File: config.mk
export PLATFORM = sky130hd
export DESIGN_NAME = acc60_stream_accumulator
export DESIGN_NICKNAME = d
export VERILOG_FILES = /design/src/rtl/acc60_stream_accumulator_pkg.sv /design/src/rtl/customAdder60_11.sv /design/src/rtl/acc60_stream_accumulator.sv
export SDC_FILE = /design/constraint.sdc
export NUM_CORES = 1
export LEC_CHECK = 0
export ABC_AREA = 0
export CELL_PAD_IN_SITES_DETAIL_PLACEMENT = 0
export CELL_PAD_IN_SITES_GLOBAL_PLACEMENT = 2
export CORE_ASPECT_RATIO = 0.7
export CORE_MARGIN = 4
export CORE_UTILIZATION = 28
export DETAILED_ROUTE_END_ITERATION = 8
export HOLD_SLACK_MARGIN = 0.02
export PLACE_DENSITY_LB_ADDON = 0.1
export RECOVER_POWER = 100
export SYNTH_ARGS = -nofsm -noshare
export SYNTH_HDL_FRONTEND = slang
export SYNTH_SLANG_ARGS = --single-unit
File: constraint.sdc
create_clock -name clk -period 4.06 [get_ports clk]
set_clock_uncertainty 0.1 [all_clocks]
set_input_delay 0.406 -clock clk [delete_from_list [all_inputs] [get_ports clk]]
set_output_delay 0.406 -clock clk [all_outputs]
set_load 0.03 [all_outputs]
File: src/rtl/acc60_stream_accumulator_pkg.sv
// Shared widths and state encodings for the 60-bit stream accumulator slice.
package acc60_stream_accumulator_pkg;

  localparam int ACC_W = 60;
  localparam int ADD_W = 49;
  localparam int SUM_W = 61;
  localparam int CNT_W = 16;

  localparam logic [1:0] S_IDLE  = 2'd0;
  localparam logic [1:0] S_ACCUM = 2'd1;
  localparam logic [1:0] S_DONE  = 2'd2;

endpackage

File: src/rtl/customAdder60_11.sv
// Combinational 60+49-bit unsigned adder stage; B is zero-extended and the carry lands in Sum[60].
module customAdder60_11 (
  input  logic [59:0] A,
  input  logic [48:0] B,
  output logic [60:0] Sum
);

  assign Sum = {1'b0, A} + {12'b0, B};

endmodule

File: src/rtl/acc60_stream_accumulator.sv
// Handshaked multi-term reduction unit wrapped around customAdder60_11.
module acc60_stream_accumulator
  import acc60_stream_accumulator_pkg::*;
(
  input  logic             clk,
  input  logic             rst_n,
  input  logic             start,
  input  logic [ACC_W-1:0] init_acc,
  input  logic [CNT_W-1:0] num_terms,
  input  logic             in_valid,
  output logic             in_ready,
  input  logic [ADD_W-1:0] in_data,
  output logic             out_valid,
  input  logic             out_ready,
  output logic [ACC_W-1:0] out_acc,
  output logic             out_ovf,
  output logic             busy
);

  logic [1:0]       state_q, state_d;
  logic [ACC_W-1:0] acc_q, acc_d;
  logic [CNT_W-1:0] rem_q, rem_d;
  logic             ovf_q, ovf_d;
  logic [SUM_W-1:0] sum;

  customAdder60_11 u_adder (
    .A   (acc_q),
    .B   (in_data),
    .Sum (sum)
  );

  always_comb begin
    state_d = state_q;
    acc_d   = acc_q;
    rem_d   = rem_q;
    ovf_d   = ovf_q;
    case (state_q)
      S_IDLE: begin
        if (start) begin
          acc_d   = init_acc;
          ovf_d   = 1'b0;
          rem_d   = num_terms;
          state_d = (num_terms == '0) ? S_DONE : S_ACCUM;
        end
      end
      S_ACCUM: begin
        // in_ready is high throughout ACCUM, so in_valid alone marks an accepted beat
        if (in_valid) begin
          acc_d = sum[ACC_W-1:0];
          ovf_d = ovf_q | sum[SUM_W-1];
          rem_d = rem_q - CNT_W'(1);
          if (rem_q == CNT_W'(1)) state_d = S_DONE;
        end
      end
      S_DONE: begin
        if (out_ready) state_d = S_IDLE;
      end
      default: state_d = S_IDLE;
    endcase
  end

  always_ff @(posedge clk or negedge rst_n) begin
    if (!rst_n) begin
      state_q <= S_IDLE;
      acc_q   <= '0;
      rem_q   <= '0;
      ovf_q   <= 1'b0;
    end else begin
      state_q <= state_d;
      acc_q   <= acc_d;
      rem_q   <= rem_d;
      ovf_q   <= ovf_d;
    end
  end

  assign in_ready  = (state_q == S_ACCUM);
  assign out_valid = (state_q == S_DONE);
  assign busy      = (state_q != S_IDLE);
  assign out_acc   = acc_q;
  assign out_ovf   = ovf_q;

endmodule

# Word-level counts from Yosys, hierarchy flattened
# Cells that the tools add are included.
[totals] word_cells=35 in_bits=130 output_inout_bits=64 regBits=79
[classes] n_reduce_logical=6 addsub=2 muxes=15 n_bitwise=1 n_eq_ne=7
[op_table] cell="$mux W60" n=2
[op_table] cell="$pmux W60 S2" n=1
[op_table] cell="$add A60 B49 Y61" n=1
[op_table] cell="$mux W16" n=2
[op_table] cell="$pmux W16 S2" n=1
[op_table] cell="$eq A16 B1 Y1 const B" n=1
[op_table] cell="$logic_not A16 Y1" n=1
[op_table] cell="$sub A16 B1 Y16 const B" n=1
[op_table] cell="$mux W2" n=5
[op_table] cell="$pmux W2 S3" n=1
[op_table] cell="$ne A2 B1 Y1 const B" n=2
[op_table] cell="$ne A2 B2 Y1 const B" n=2
[op_table] cell="$reduce_and A4 Y1" n=1
[op_table] cell="$reduce_bool A2 Y1" n=2
[op_table] cell="$reduce_and A3 Y1" n=1
[op_table] cell="$eq A2 B1 Y1 const B" n=1
[op_table] cell="$eq A2 B2 Y1 const B" n=1
[op_table] cell="$logic_not A2 Y1" n=1
[op_table] cell="$mux W1" n=2
[op_table] cell="$pmux W1 S2" n=1
[op_table] cell="$or A1 B1 Y1" n=1

# Longest topological paths before layout
[depth] ltp_word=4 depth_mapped=13 mapped_depth_nobuf=13

# By module
# From an unflattened synthesis, not the netlist that was laid out.
[hier_totals] hier_cells=906 hier_area_um2=6871.6
[by_module_without_submodules] mod="acc60_stream_accumulator" seq_area_each_um2=1976.9 n_inst=1 area_each_um2=3955.0 cells_per_inst=481
[by_module_without_submodules] mod="customAdder60_11" seq_area_each_um2=0.0 n_inst=1 area_each_um2=2916.5 cells_per_inst=425

# Worst setup path before layout
# OpenSTA, ideal clock, no wires.
[synth_path] path_type="flip-flop to flip-flop" start="register acc_q[0] (netlist: out_acc[0])" end="register acc_q[46] (netlist: out_acc[46])" arrival_time_ns=3.063 required_ns=3.823 synth_period_minus_slack_ns=3.300 path_stages_with_launch=14 n_path_buf=0 setup_time_ns=0.137 setup_slack_ns=0.760 cell_sequence="dfrtp_1 > ha_1 > inv_1 > fa_1 > and2b_1 > o2111ai_1 > a2111oi_2 > nor3_1 > a2111oi_0 > a311o_2 > nor2_1 > o31ai_2 > xnor2_1 > a21oi_1"
[synth_between] elab_chain_len=3
[synth_rtl] element="start: declaration" line="acc60_stream_accumulator.sv:21" text="logic [ACC_W-1:0] acc_q, acc_d;"
[synth_rtl] element="start signal: assignment" line="acc60_stream_accumulator.sv:65" text="acc_q <= '0;"
[synth_rtl] element="start signal: assignment" line="acc60_stream_accumulator.sv:70" text="acc_q <= acc_d;"
[synth_rtl] element="$add A60 B49 Y61" line="customAdder60_11.sv:8" text="assign Sum = {1'b0, A} + {12'b0, B};"
[synth_rtl] element="$mux W60" line="acc60_stream_accumulator.sv:48" text="if (in_valid) begin"
[synth_rtl] element="$pmux W60 S2" line="acc60_stream_accumulator.sv:37" text="case (state_q)"
# No other way between the ends. The select of a mux whose other input is x is not followed.
# A chain may end at the register's enable or synchronous reset.

# Worst setup path in the final report
[layout_path] start="register state_q[0]" end="output port busy"
[layout_between] elab_chain_len=1
[layout_rtl] element="start: declaration" line="acc60_stream_accumulator.sv:20" text="logic [1:0] state_q, state_d;"
[layout_rtl] element="start signal: assignment" line="acc60_stream_accumulator.sv:69" text="state_q <= state_d;"
[layout_rtl] element="$reduce_bool A2 Y1" line="acc60_stream_accumulator.sv:78" text="assign busy = (state_q != S_IDLE);"
[layout_rtl] element="end: declaration" line="acc60_stream_accumulator.sv:17" text="output logic busy"
# No other way between the ends.

==> flow_summary.ini <==
[global_routing]
grt_usage_pct = 19.74
grt_pass1_wl_um = 43560
grt_pass1_vias = 7392
grt_antenna_before_repair = 0
grt_max_degree = 63
grt_overflow = 0

[detailed_routing]
drt_first_pass_iters = 5
drtAntennaViolNets = 0
vias = 7474
routed_via_density = 5.331
drc_errors = 0
wl_per_cell_um = 19.80
drt-total-wl_um = 27770
detail_route.iter0.violations = 519

[clock_tree]
clk_pin_slew_ns = 0.06
cts_setup_buffers = 0
hold_buffers = 0
ctsRootBufferMaster = clkbuf_16
cts_tree = yes
clock_latency_ns = 0.36
clock_sinks = 79
numCtsBuffers = 9
htreeDepth = 3
cts_buffer_depth = 2
cts_resized = 0

[yosys]
ys_ff_latch = 79
ys_seq_area_share_pct = 28.38
syn_area_per_cell_sq_um = 7.748
synth_fp_nets = 1081
synth_edf_count = 0
yosysUniqueCellTypes = 77
netlist_area_sq_um = 6965
synth.top_cell.area_share_pct = 28.38
ys.flop_type = dfrtp_1
yosysWarnings = 0
synthCells = 899
yosysTopAreaCell = dfrtp_1
async_flop_share_pct = 100.0
synth_area_leaders = dfrtp_1, ha_1, a21oi_1, o21ai_0, nand2_1

[placed_design]
post_dp_cell_area_sq_um = 9321
portBuffers = 193
place_congestion = 0.8819
dp.final_hpwl_um = 21560

[finish]
final_cell_area_sq_um = 9563
layout_commonest_cell = clkdlybuf4s50_1
n_fill_cell = 2456
fin_util_pct = 39.76
area_delta_synth_final_pct = 37.29
nNetsFinal = 1261
layout-drive-gt1-share_pct = 6.365
multi_input_area_sq_um = 4658
final_cell_mix = clkdlybuf4s50_1, a21oi_1, nand2_1
register_area_sq_um = 1977
antenna_cells = 0

[sta]
fmax_mhz = 262.5
period_needed_ns = 3.810
hold_viol_final = 0
setup_viol_count_final = 0
rsz0062_at_grt = false
maxSlewViolCount = 63
slew_headroom_pct = -14.97
fin_crit_sh_pct = 93.83
tightest_slew_ns = 1.725

[power_and_ir_drop]
p_per_area_nw_per_um2 = 774.5
p_leak_nw = 3.846
ir_worst_vdd_uv = 310.2
power.total_mw = 7.407

[setup_path]
critPathKind = reg2out
crit_path_start = state_q[0]
arrival_ns = 3.30
r2r_start = state_q[0]
cp_max_fo = 45
crit_path_end_kind = output pin
cp-start-kind = flip-flop
cp_data_required_time_ns = 3.55
r2r-end = out_acc[53]
rrSetupSlack_ns = 0.40
ff2ff_path_depth = 6

[floorplanning]
core_sq_um = 24050
dieHeight_um = 140.0
die-area_sq_um = 27500
num_rows = 47
start_util_pct = 28.96
die_w_um = 196.5
pin_count = 194

[flow_run]
drv_cap = 1

[run_status]
failed_checks = max-capacitance violations, max-slew violations
status = finished with violations

[hold_path]
hp-class = in2async
-- metrics by stage --
| stage | hold WS, ns | setup slack, ns | instances | setup TNS, ns |
|---|---|---|---|---|
| 5_1_grt | 0.4414 | 0.02795 | 1402 | 0 |
| 3_3_place_gp | 0.4005 | -0.02140 | 1386 | -0.02367 |
| 6_report | 0.3611 | 0.2504 | 1402 | 0 |
| 3_5_place_dp | 0.4067 | -0.07608 | 1386 | -0.1556 |
| 4_1_cts | 0.1003 | 0.2833 | 1402 | 0 |
| 2_1_floorplan | 0.01041 | 0.7600 | 899 | 0 |
-- critical path, stage by stage (launching register included) --
cell             delay [ns]
dfrtp_1                1.04
clkbuf_2               0.96
or2_2                  0.26
clkdlybuf4s50_1        0.67
-- synth_stat cells (17+ instances only) --
| cell type | number |
|---|---|
| a21o_1 | 17 |
| a21oi_1 | 97 |
| clkbuf_1 | 33 |
| dfrtp_1 | 79 |
| ha_1 | 51 |
| inv_1 | 20 |
| nand2_1 | 97 |
| nand3_1 | 29 |
| nor2_1 | 68 |
| nor3_1 | 22 |
| o21ai_0 | 93 |
| o22ai_1 | 41 |
| xnor2_1 | 29 |
-- how the worst max path moves through the flow --
stage,end
after global placement,out_acc[58]
after detailed placement,out_acc[58]
final,busy
after floorplan,out_acc[46]
after global routing,out_acc[58]
after CTS,out_acc[58]
-- power by group --
part	total, mW	internal (mW)	switching, mW	leakage (nW)
Sequential	1.50	1.14	0.354	0.949
Clock	0.817	0.450	0.367	0.129
Combinational	5.09	2.07	3.02	2.77
Total	7.41	3.66	3.74	3.85
-- registers in the layout (all words and copies together), names as in the netlist --
register and cells:
out_acc 60, state_q 2, rem_q 16, out_ovf 1
-- layout make-up --
class                           instances  area share [%]
Clock buffer                           14           2.761
Clock inverter                          2          0.1570
Inverter                               20          0.7850
Multi-Input combinational cell        742           48.71
Sequential cell                        79           20.67
Tap cell                              318           4.161
Timing Repair Buffer                  227           22.75
-- routing by layer --
layer	vias to the layer above	global-route usage (%)	part of all wire, %
li1	3699	-	-
met1	3569	31.12	53
met2	197	27.80	41
met3	9	4.417	5.4
met4	0	2.754	0.55
met5	-	0	0
-- cell families after synthesis --
group           Yosys count  synth area share (%)
fa+ha+maj                52                 9.449
mux                       2                0.2874
xor+xnor                 45                 5.658
flops                    79                 28.38
compound gates          340                 30.54
buf+inv                  78                 4.706
simple gates            303                 20.98
Note: power is estimated with default switching activity, not from simulation.
